File: src/rtl/restoring_div16x8_if.sv
// Operand/result bundle for the 16/8 restoring divider: operands and start
// request toward the divider, registered results and status back.
interface restoring_div16x8_if;
    logic [15:0] dividend_i;
    logic [7:0]  divisor_i;
    logic        do_i;
    logic [15:0] quotient_o;
    logic [7:0]  remainder_o;
    logic        div_by_zero_o;
    logic        busy_o;
    logic        done_o;

    modport master (
        output dividend_i, divisor_i, do_i,
        input  quotient_o, remainder_o, div_by_zero_o, busy_o, done_o
    );

    modport slave (
        input  dividend_i, divisor_i, do_i,
        output quotient_o, remainder_o, div_by_zero_o, busy_o, done_o
    );
endinterface

File: src/rtl/restoring_div16x8.sv
// Sequential unsigned 16/8 restoring divider: one quotient bit per clock, MSB
// first, fixed 17-clock latency from accept to a one-cycle done pulse.
module restoring_div16x8 (
    input logic                   clk,
    input logic                   reset,
    restoring_div16x8_if.slave    bus
);
    typedef enum logic [1:0] {IDLE, RUN, FINISH} state_t;

    state_t      state_q;
    logic [15:0] q_q;
    logic [7:0]  d_q;
    logic [8:0]  r_q;
    logic [3:0]  cnt_q;
    logic [7:0]  lo_q;
    logic [15:0] quotient_q;
    logic [7:0]  remainder_q;
    logic        dbz_q;
    logic        busy_q;
    logic        done_q;

    logic [8:0]  r_shift_d;
    logic [9:0]  trial_d;
    logic        borrow_d;
    logic [8:0]  r_d;
    logic [15:0] q_d;

    // A set R[8] means the shifted value is at least 512, which always exceeds
    // D, so the subtraction must succeed regardless of the 10-bit borrow.
    always_comb begin
        r_shift_d = {r_q[7:0], q_q[15]};
        trial_d   = {1'b0, r_shift_d} - {2'b00, d_q};
        borrow_d  = trial_d[9] & ~r_q[8];
        if (borrow_d) begin
            r_d = r_shift_d;
            q_d = {q_q[14:0], 1'b0};
        end else begin
            r_d = trial_d[8:0];
            q_d = {q_q[14:0], 1'b1};
        end
    end

    always_ff @(posedge clk or negedge reset) begin
        if (!reset) begin
            state_q     <= IDLE;
            q_q         <= '0;
            d_q         <= '0;
            r_q         <= '0;
            cnt_q       <= '0;
            lo_q        <= '0;
            quotient_q  <= '0;
            remainder_q <= '0;
            dbz_q       <= 1'b0;
            busy_q      <= 1'b0;
            done_q      <= 1'b0;
        end else begin
            done_q <= 1'b0;
            case (state_q)
                IDLE: begin
                    if (bus.do_i) begin
                        q_q     <= bus.dividend_i;
                        d_q     <= bus.divisor_i;
                        lo_q    <= bus.dividend_i[7:0];
                        r_q     <= '0;
                        cnt_q   <= '0;
                        busy_q  <= 1'b1;
                        state_q <= RUN;
                    end
                end
                RUN: begin
                    q_q   <= q_d;
                    r_q   <= r_d;
                    cnt_q <= cnt_q + 4'd1;
                    if (cnt_q == 4'd15) begin
                        state_q <= FINISH;
                    end
                end
                FINISH: begin
                    // Divide by zero still costs the full run so latency never varies.
                    if (d_q == 8'd0) begin
                        quotient_q  <= 16'hFFFF;
                        remainder_q <= lo_q;
                        dbz_q       <= 1'b1;
                    end else begin
                        quotient_q  <= q_q;
                        remainder_q <= r_q[7:0];
                        dbz_q       <= 1'b0;
                    end
                    done_q  <= 1'b1;
                    busy_q  <= 1'b0;
                    state_q <= IDLE;
                end
                default: state_q <= IDLE;
            endcase
        end
    end

    assign bus.quotient_o    = quotient_q;
    assign bus.remainder_o   = remainder_q;
    assign bus.div_by_zero_o = dbz_q;
    assign bus.busy_o        = busy_q;
    assign bus.done_o        = done_q;
endmodule
File: src/flat_wrapper.sv
// flat-port wrapper written by rule: the top's interface ports become plain ports
module restoring_div16x8_flat 
  (clk, reset, bus_dividend_i, bus_divisor_i, bus_do_i, bus_quotient_o, bus_remainder_o, bus_div_by_zero_o, bus_busy_o, bus_done_o);
  restoring_div16x8_if bus_i ();
  input logic clk;
  input logic reset;
  input wire logic [$bits(bus_i.dividend_i)-1:0] bus_dividend_i;
  input wire logic [$bits(bus_i.divisor_i)-1:0] bus_divisor_i;
  input wire logic [$bits(bus_i.do_i)-1:0] bus_do_i;
  output wire logic [$bits(bus_i.quotient_o)-1:0] bus_quotient_o;
  output wire logic [$bits(bus_i.remainder_o)-1:0] bus_remainder_o;
  output wire logic [$bits(bus_i.div_by_zero_o)-1:0] bus_div_by_zero_o;
  output wire logic [$bits(bus_i.busy_o)-1:0] bus_busy_o;
  output wire logic [$bits(bus_i.done_o)-1:0] bus_done_o;
  assign bus_i.dividend_i = bus_dividend_i;
  assign bus_i.divisor_i = bus_divisor_i;
  assign bus_i.do_i = bus_do_i;
  assign bus_quotient_o = bus_i.quotient_o;
  assign bus_remainder_o = bus_i.remainder_o;
  assign bus_div_by_zero_o = bus_i.div_by_zero_o;
  assign bus_busy_o = bus_i.busy_o;
  assign bus_done_o = bus_i.done_o;
  restoring_div16x8 u_core (.clk(clk), .reset(reset), .bus(bus_i));
endmodule
File: config.mk
export PLATFORM = sky130hd
export DESIGN_NAME = restoring_div16x8_flat
export DESIGN_NICKNAME = d
export VERILOG_FILES = /design/src/rtl/restoring_div16x8_if.sv /design/src/rtl/restoring_div16x8.sv /design/src/flat_wrapper.sv
export SDC_FILE = /design/constraint.sdc
export NUM_CORES = 1
export LEC_CHECK = 0
export CAP_MARGIN = 20
export CORE_AREA = 2 2 94 96
export DETAILED_ROUTE_END_ITERATION = 8
export DIE_AREA = 0 0 96 98
export HOLD_SLACK_MARGIN = 0.06
export PLACE_DENSITY = 0.65
export SYNTH_ARGS = -nofsm -noshare
export SYNTH_HDL_FRONTEND = slang
export SYNTH_SLANG_ARGS = --single-unit
File: constraint.sdc
create_clock -name clk -period 3.3 [get_ports clk]
set_input_delay 0.495 -clock clk [delete_from_list [all_inputs] [get_ports clk]]
set_output_delay 0.495 -clock clk [all_outputs]
set_load 0.005 [all_outputs]
==> results of run 1 <==
==> cell usage after synthesis (2+ instances only) <==
cell / count / area [µm²]
nand3b_1: 2 / 15.0
o21a_1: 2 / 15.0
nor3_1: 4 / 20.0
nand2_2: 3 / 18.8
a21o_2: 2 / 17.5
a221o_1: 4 / 40.0
nor2_1: 7 / 26.3
mux2i_1: 8 / 80.1
a21o_1: 4 / 30.0
ha_1: 9 / 113
o211ai_1: 2 / 15.0
mux2_2: 9 / 101
o21ai_0: 41 / 205
clkbuf_1: 10 / 37.5
o2111ai_1: 2 / 17.5
buf_4: 2 / 15.0
nand2_1: 50 / 188
nor4_1: 3 / 18.8
dfrtp_1: 74 / 1850
inv_1: 10 / 37.5
a211oi_1: 2 / 15.0
nor2b_1: 2 / 12.5
nand2b_1: 4 / 25.0
o22a_1: 16 / 140
and3b_1: 14 / 123
buf_2: 4 / 20.0
nand3_1: 3 / 15.0
a21oi_1: 21 / 105
==> report_power, final <==
part	internal, mW	switching, mW	leakage, nW	total (mW)
Clock	0.602	0.346	0.137	0.948
Sequential	1.32	0.313	0.934	1.63
Combinational	1.04	0.957	0.930	2.00
==> worst max-delay path, stage by stage (launching register included) <==
cell,delay [ns]
dfrtp_1,0.40
inv_1,0.10
ha_1,0.23
fa_1,0.39
nand2b_1,0.19
a211oi_1,0.33
nor2_1,0.11
o2111a_1,0.25
a211oi_1,0.22
==> final cells by class <==
class                   instances  area share (%)
flip-flops and latches         74            41.5
multi-input cells             235            35.5
repair buffers                 58            12.9
clock buffers                  10            3.08
clock inverters                 6            3.08
well taps                     108            3.03
inverters                      11           0.925
==> kinds of logic (layout without fill, tap and decap cells) <==
kind of cell,after synthesis,in the layout,share of synthesized area [%]
muxes,17,17,5.11
xor gates and xnor gates,1,1,0.247
DFF,74,74,52.2
adders and majority gates,10,10,3.74
AOI/OAI and AO/OA,108,108,20.7
and+or+nand+nor,99,99,14.7
buffers and inverters,28,85,3.31
==> state kept, by name (all words and copies together), names as in the netlist <==
register	count
u_core.bus.quotient_o	16
u_core.q_q	16
u_core.r_q	9
u_core.bus.remainder_o	8
u_core.d_q	8
u_core.lo_q	8
u_core.cnt_q	4
u_core.state_q	2
u_core.bus.busy_o	1
u_core.bus.div_by_zero_o	1
u_core.bus.done_o	1
==> cell usage in the layout (no fill, tap or decap), types with 2 or more instances in the layout <==
master,synthesis,routed
nand2_1,50,50
clkdlybuf4s50_1,0,52
buf_4,2,4
and3b_1,14,14
nand2_2,3,3
nand3b_1,2,2
a21oi_1,21,21
o211ai_1,2,2
a21o_2,2,2
clkbuf_8,0,10
o21ai_0,41,41
dfrtp_1,74,74
nor2b_1,2,2
a211oi_1,2,2
mux2i_1,8,8
o2111ai_1,2,2
clkinv_4,0,2
o22a_1,16,16
nor2_1,7,7
mux2_2,9,9
nand2b_1,4,4
nor4_1,3,3
a21o_1,4,4
bufinv_16,0,4
nand3_1,3,3
o21a_1,2,2
ha_1,9,9
nor3_1,4,4
inv_1,10,10
a221o_1,4,4
==> stage by stage <==
| stage | hold WS [ns] | power [mW] | setup WS [ns] | cells |
|---|---|---|---|---|
| final | 0.217 | 4.58 | 0.989 | 502 |
| after detailed placement | 0.465 | 3.64 | 0.919 | 486 |
| after CTS | 0.228 | 4.60 | 0.975 | 502 |
| after global routing | 0.249 | 4.94 | 0.750 | 502 |
| after floorplan | 0.199 | 2.97 | 1.31 | 337 |
| after global placement | 0.463 | 3.59 | 0.941 | 486 |
==> worst min-delay path by stage <==
| stage | cells past startpoint | to | slack (ns) | startpoint |
|---|---|---|---|---|
| after CTS | 1 | u_core.bus.done_o | 0.23 | reset |
| after floorplan | 0 | u_core.bus.busy_o | 0.20 | reset |
| after global routing | 1 | u_core.bus.done_o | 0.25 | reset |
| after detailed placement | 1 | u_core.bus.busy_o | 0.46 | u_core.bus.busy_o |
| after global placement | 1 | u_core.bus.busy_o | 0.46 | u_core.bus.busy_o |
| final | 1 | u_core.bus.quotient_o[12] | 0.22 | reset |
==> per-layer routing <==
| layer | part of all wire (%) | vias up | GRT usage, % | wire (µm) |
|---|---|---|---|---|
| met2 | 47 | 49 | 27.2 | 3720 |
| met1 | 49 | 1328 | 26.2 | 3880 |
| li1 | - | 1321 | - | - |
| met3 | 3.5 | 4 | 4.86 | 278 |
| met4 | 0.74 | 0 | 5.82 | 59 |
| met5 | 0 | - | 0 | 0 |
==> metrics.txt, run 1 <==
status finished clean; Setup Viol. Count Final 0; fin crit share approximately 70%; number of CTS-inserted buffers 9; Reg2Reg Depth 8; Residual DRC 0; Synth Instances 337; drt first pass iters 4; H-Tree Depth 3; worst skew pair latency 0.35 ns; Achievable Freq roughly 430 MHz; area of the multi-input gates between 0.0015 and 0.002 mm²; Bufs on Longest Clock Path 2; Power Density approximately 1000 mW/mm²; final-stage net count about 430; layout cell share with drive strength beyond 1 12.2%; Final Hold Violating Endpoints 0; largest net degree at the start of global routing 43; die footprint 0.00941 mm²; syn avg cell area approximately 11 µm²; R2R Setup Slk roughly 1 ns; Critical Path RT 3.55 ns; Most used DFF post-synth dfrtp_1; Die Y 98 µm; initial core utilization 41.9%; number of DRC markers in iteration 0 127; DP Area 0.00419 mm²; Worst Setup EP u_core.r_q[8]; clock-pin transition on the worst setup and hold timing paths 0.08 ns; diodes inserted 0; DP HPWL 5.57 mm; Worst Setup Start Kind flip-flop; number of global-route vias before repair 2,615; Core ar. 0.00847 mm²; TritonCTS clock tree built; initial antenna violation count 0; Slew Limit Fails 0; Distinct cells, synth 51; worst setup path startpoint u_core.q_q[15]; synthesized flop and latch total 74; reg2reg start u_core.q_q[15]; via/cell ratio 5.38; VDD IR max approximately 460 µV; WL/cell 15.8 µm; Cell Area, Synth 0.00355 mm²; hold buffers post-CTS 0; port bufs 53; CP arrival 2.56 ns; grt ovf 0; setup repair bufs after CTS 0; r2r endpoint u_core.r_q[8]; Slew HR 30.6%; first-pass GRT wire length about 13 mm; max_cap viols 0; crit path kind flip-flop to flip-flop; WL final between 7 and 8 mm; final worst path period need 2.31 ns; number of synthesized flops with an enable pin 0; antenna-violating nets left 0; Area Growth Syn to Fin 25.7%; CTS Sinks 74; Finished Core Util 52.7%; fin area 0.00446 mm²; Ports 54; Post-CTS Resized 0; synth warn 0; RSZ-0062 raised after global routing false; Worst Setup End Kind flip-flop; Hold Crit Class input port to asynchronous set/reset pin; Async SR Flop Fraction 100%; GRT Resource Usage Total 18.4%; synthesized netlist net count approximately 370; Worst-Margin Slew 1.04 ns; chip width 96 µm; std cell rows 34; crit path max fanout 4; cell chosen for the clock root clkbuf_8; Final Skew 0.0115 ns; TNS Setup 0 ns; FILL cells 760; RD Place Congestion 0.881; post-synthesis sequential area ratio a little over half; DR vias 2,702; register area 0.00185 mm²; P_leak 2.00 nW
No activity file was read; power rests on OpenSTA's default activity.
==> run 2: changes to the inputs <==
PLACE_DENSITY = 0.68   (was 0.65)
clock period = 2.05 ns   (was 3.3 ns; I/O delays follow)
==> run 2 against run 1 <==
- flip-flop and latch count is the same
- first-iteration DRC count increased by 20%
- clock power grew 19%
- final area is 2.9% higher
==> metrics.txt, run 2 (synthesis gave the netlist of run 1 again) <==
Setup Viol. Count Final 0 (unchanged); Achievable Freq 501 MHz (+16%); grt ovf 0 (unchanged); Critical Path RT 2.30 ns (-1.25 ns); DP Area 0.00433 mm² (+3.4%); first-pass GRT wire length 14.5 mm (+8.7%); layout cell share with drive strength beyond 1 17.2% (+5.0 points); max_cap viols 0 (unchanged); r2r endpoint u_core.r_q[7]; initial antenna violation count 0 (unchanged); std cell rows 34 (unchanged); Crit-path slowest cell dfrtp_1; VDD IR max 554 µV (+20%); CP arrival 2.25 ns (-0.31 ns); Worst Setup EP u_core.r_q[7]; initial core utilization 41.9% (unchanged); status finished clean; via/cell ratio 5.39 (+0.17%); WL/cell 16.5 µm (+4.1%); Ports 54 (unchanged); Hold Crit Class input port to asynchronous set/reset pin; Slew Limit Fails 0 (unchanged); Residual DRC 0 (unchanged); crit path max fanout 5 (+1); final worst path period need 2.00 ns (-0.316 ns); die footprint 0.00941 mm² (unchanged); Final Skew 0.00919 ns (-0.00233 ns); Worst-Margin Slew 0.506 ns (-0.533 ns); worst skew pair latency 0.35 ns (about the same); most common cell after layout, fill and taps aside dfrtp_1; CTS Sinks 74 (unchanged); DR vias 2,809 (+4.0%); RD Place Congestion 0.900 (+2.2%); register area 0.00185 mm² (unchanged); number of DRC markers in iteration 0 152 (+20%); Core ar. 0.00847 mm² (unchanged); R2R Setup Slk 0.05 ns (-0.93 ns); Slew HR 66.3% (+36 points); Die Y 98 µm (unchanged); DP HPWL 6.22 mm (+12%); Area Growth Syn to Fin 29.4%; final-stage net count 445 (+4.5%); cell chosen for the clock root clkbuf_8; H-Tree Depth 3 (unchanged); Tot Pwr 7.45 mW (+63%); TritonCTS clock tree built; commonest cells after routing, fill and taps aside dfrtp_1, clkdlybuf4s50_1, nand2_1; drt first pass iters 4 (unchanged); worst setup path startpoint u_core.r_q[0]; clock-pin transition on the worst setup and hold timing paths 0.07 ns (about the same); fin area 0.00459 mm² (+2.9%); Finished Core Util 54.3% (+1.6 points); Final Hold Violating Endpoints 0 (unchanged); pre-CTS setup slack -0.133 ns (-1.05 ns); worst path cell trace ha_1 -> nor2b_2 -> o2111ai_4 -> a21oi_1 -> o21a_1 -> o41ai_2; Worst Setup End Kind flip-flop; GRT Resource Usage Total 19.9% (+1.5 points); antenna-violating nets left 0 (unchanged); P_leak 2.07 nW (+3.5%); crit path kind flip-flop to flip-flop; port bufs 53 (unchanged); Final WS setup 0.0546 ns (-0.934 ns); area of the multi-input gates 0.00163 mm² (+3.2%); largest net degree at the start of global routing 39 (-9.3%); Bufs on Longest Clock Path 2 (unchanged); Worst Setup Start Kind flip-flop; diodes inserted 0 (unchanged); reg2reg start u_core.r_q[0]; FILL cells 754 (-0.79%); WL final 8.58 mm (+8.0%); fin crit share 97.3% (+27 points); number of CTS-inserted buffers 9 (unchanged); Reg2Reg Depth 6 (-2); number of global-route vias before repair 2,860 (+9.4%); final hold slack 0.463 ns (+0.246 ns); Power Density 1620 mW/mm² (+58%); RSZ-0062 raised after global routing true; highest cell delay on the worst timing path 0.41 ns (about the same); chip width 96 µm (unchanged)
run 2: changes by cell type in the layout (fill, tap and decap cells not counted), sizes merged:
cell / previous run / this run
buf: 6 / 24
bufinv: 4 / 1
clkbuf: 10 / 11
clkinv: 3 / 5
dlygate4sd3: 0 / 1
run 2: worst max-delay path, delay by kind of cell (launching register included):
family                     cells  cell delay [ns]
AOI/OAI and AO/OA              4             1.00
adders and majority gates      1             0.30
DFF                            1             0.41
and+or+nand+nor                1             0.18
run 2: power breakdown:
group          internal, mW  switching (mW)  total (mW)
Combinational          1.93            1.79        3.72
Sequential             2.12           0.471        2.59
Clock                 0.592           0.541        1.13
Total                  4.64            2.80        7.45
run 2: per-stage QoR:
| step | setup TNS, ns | std cells |
|---|---|---|
| CTS | 0 | 520 |
| detailed placement | -0.133 | 503 |
| global route | -0.0379 | 521 |
| finish | 0 | 521 |
| floorplan | 0 | 337 |
| global placement | -0.0227 | 503 |
run 2: area by class of cell:
class | instances | area share, %
clock buffer | 11 | 3.08
clock inverter | 5 | 1.17
tap | 108 | 2.94
inverter | 11 | 0.899
timing repair buffer | 77 | 16.0
multi-input combinational | 235 | 35.6
sequential | 74 | 40.3
run 2: layer usage:
metal  up-vias  track usage [%]  routed length (µm)
li1       1359                -                   -
met1      1372             28.3                3910
met2        63             29.5                4140
met3        15             3.16                 347
met4         0             9.67                 178
met5         -                0                   0
run 2: what timing repair did:
action                                  CTS  global route
cloned                                    0             0
buffers inserted                          0             1
endpoints found under the setup margin    1             8
endpoints found under the hold margin    36             0
gates resized for setup                   4             5
hold buffers                              1             0
pin swaps                                 1             5
run 2: how the worst min path moves through the flow:
stage,from,endpoint,slack (ns)
2_1_floorplan,reset,u_core.bus.busy_o,0.01
3_3_place_gp,reset,u_core.cnt_q[2],0.30
3_5_place_dp,reset,u_core.cnt_q[3],0.31
4_1_cts,reset,u_core.bus.quotient_o[4],0.47
5_1_grt,reset,u_core.bus.remainder_o[2],0.51
6_report,reset,u_core.cnt_q[3],0.46
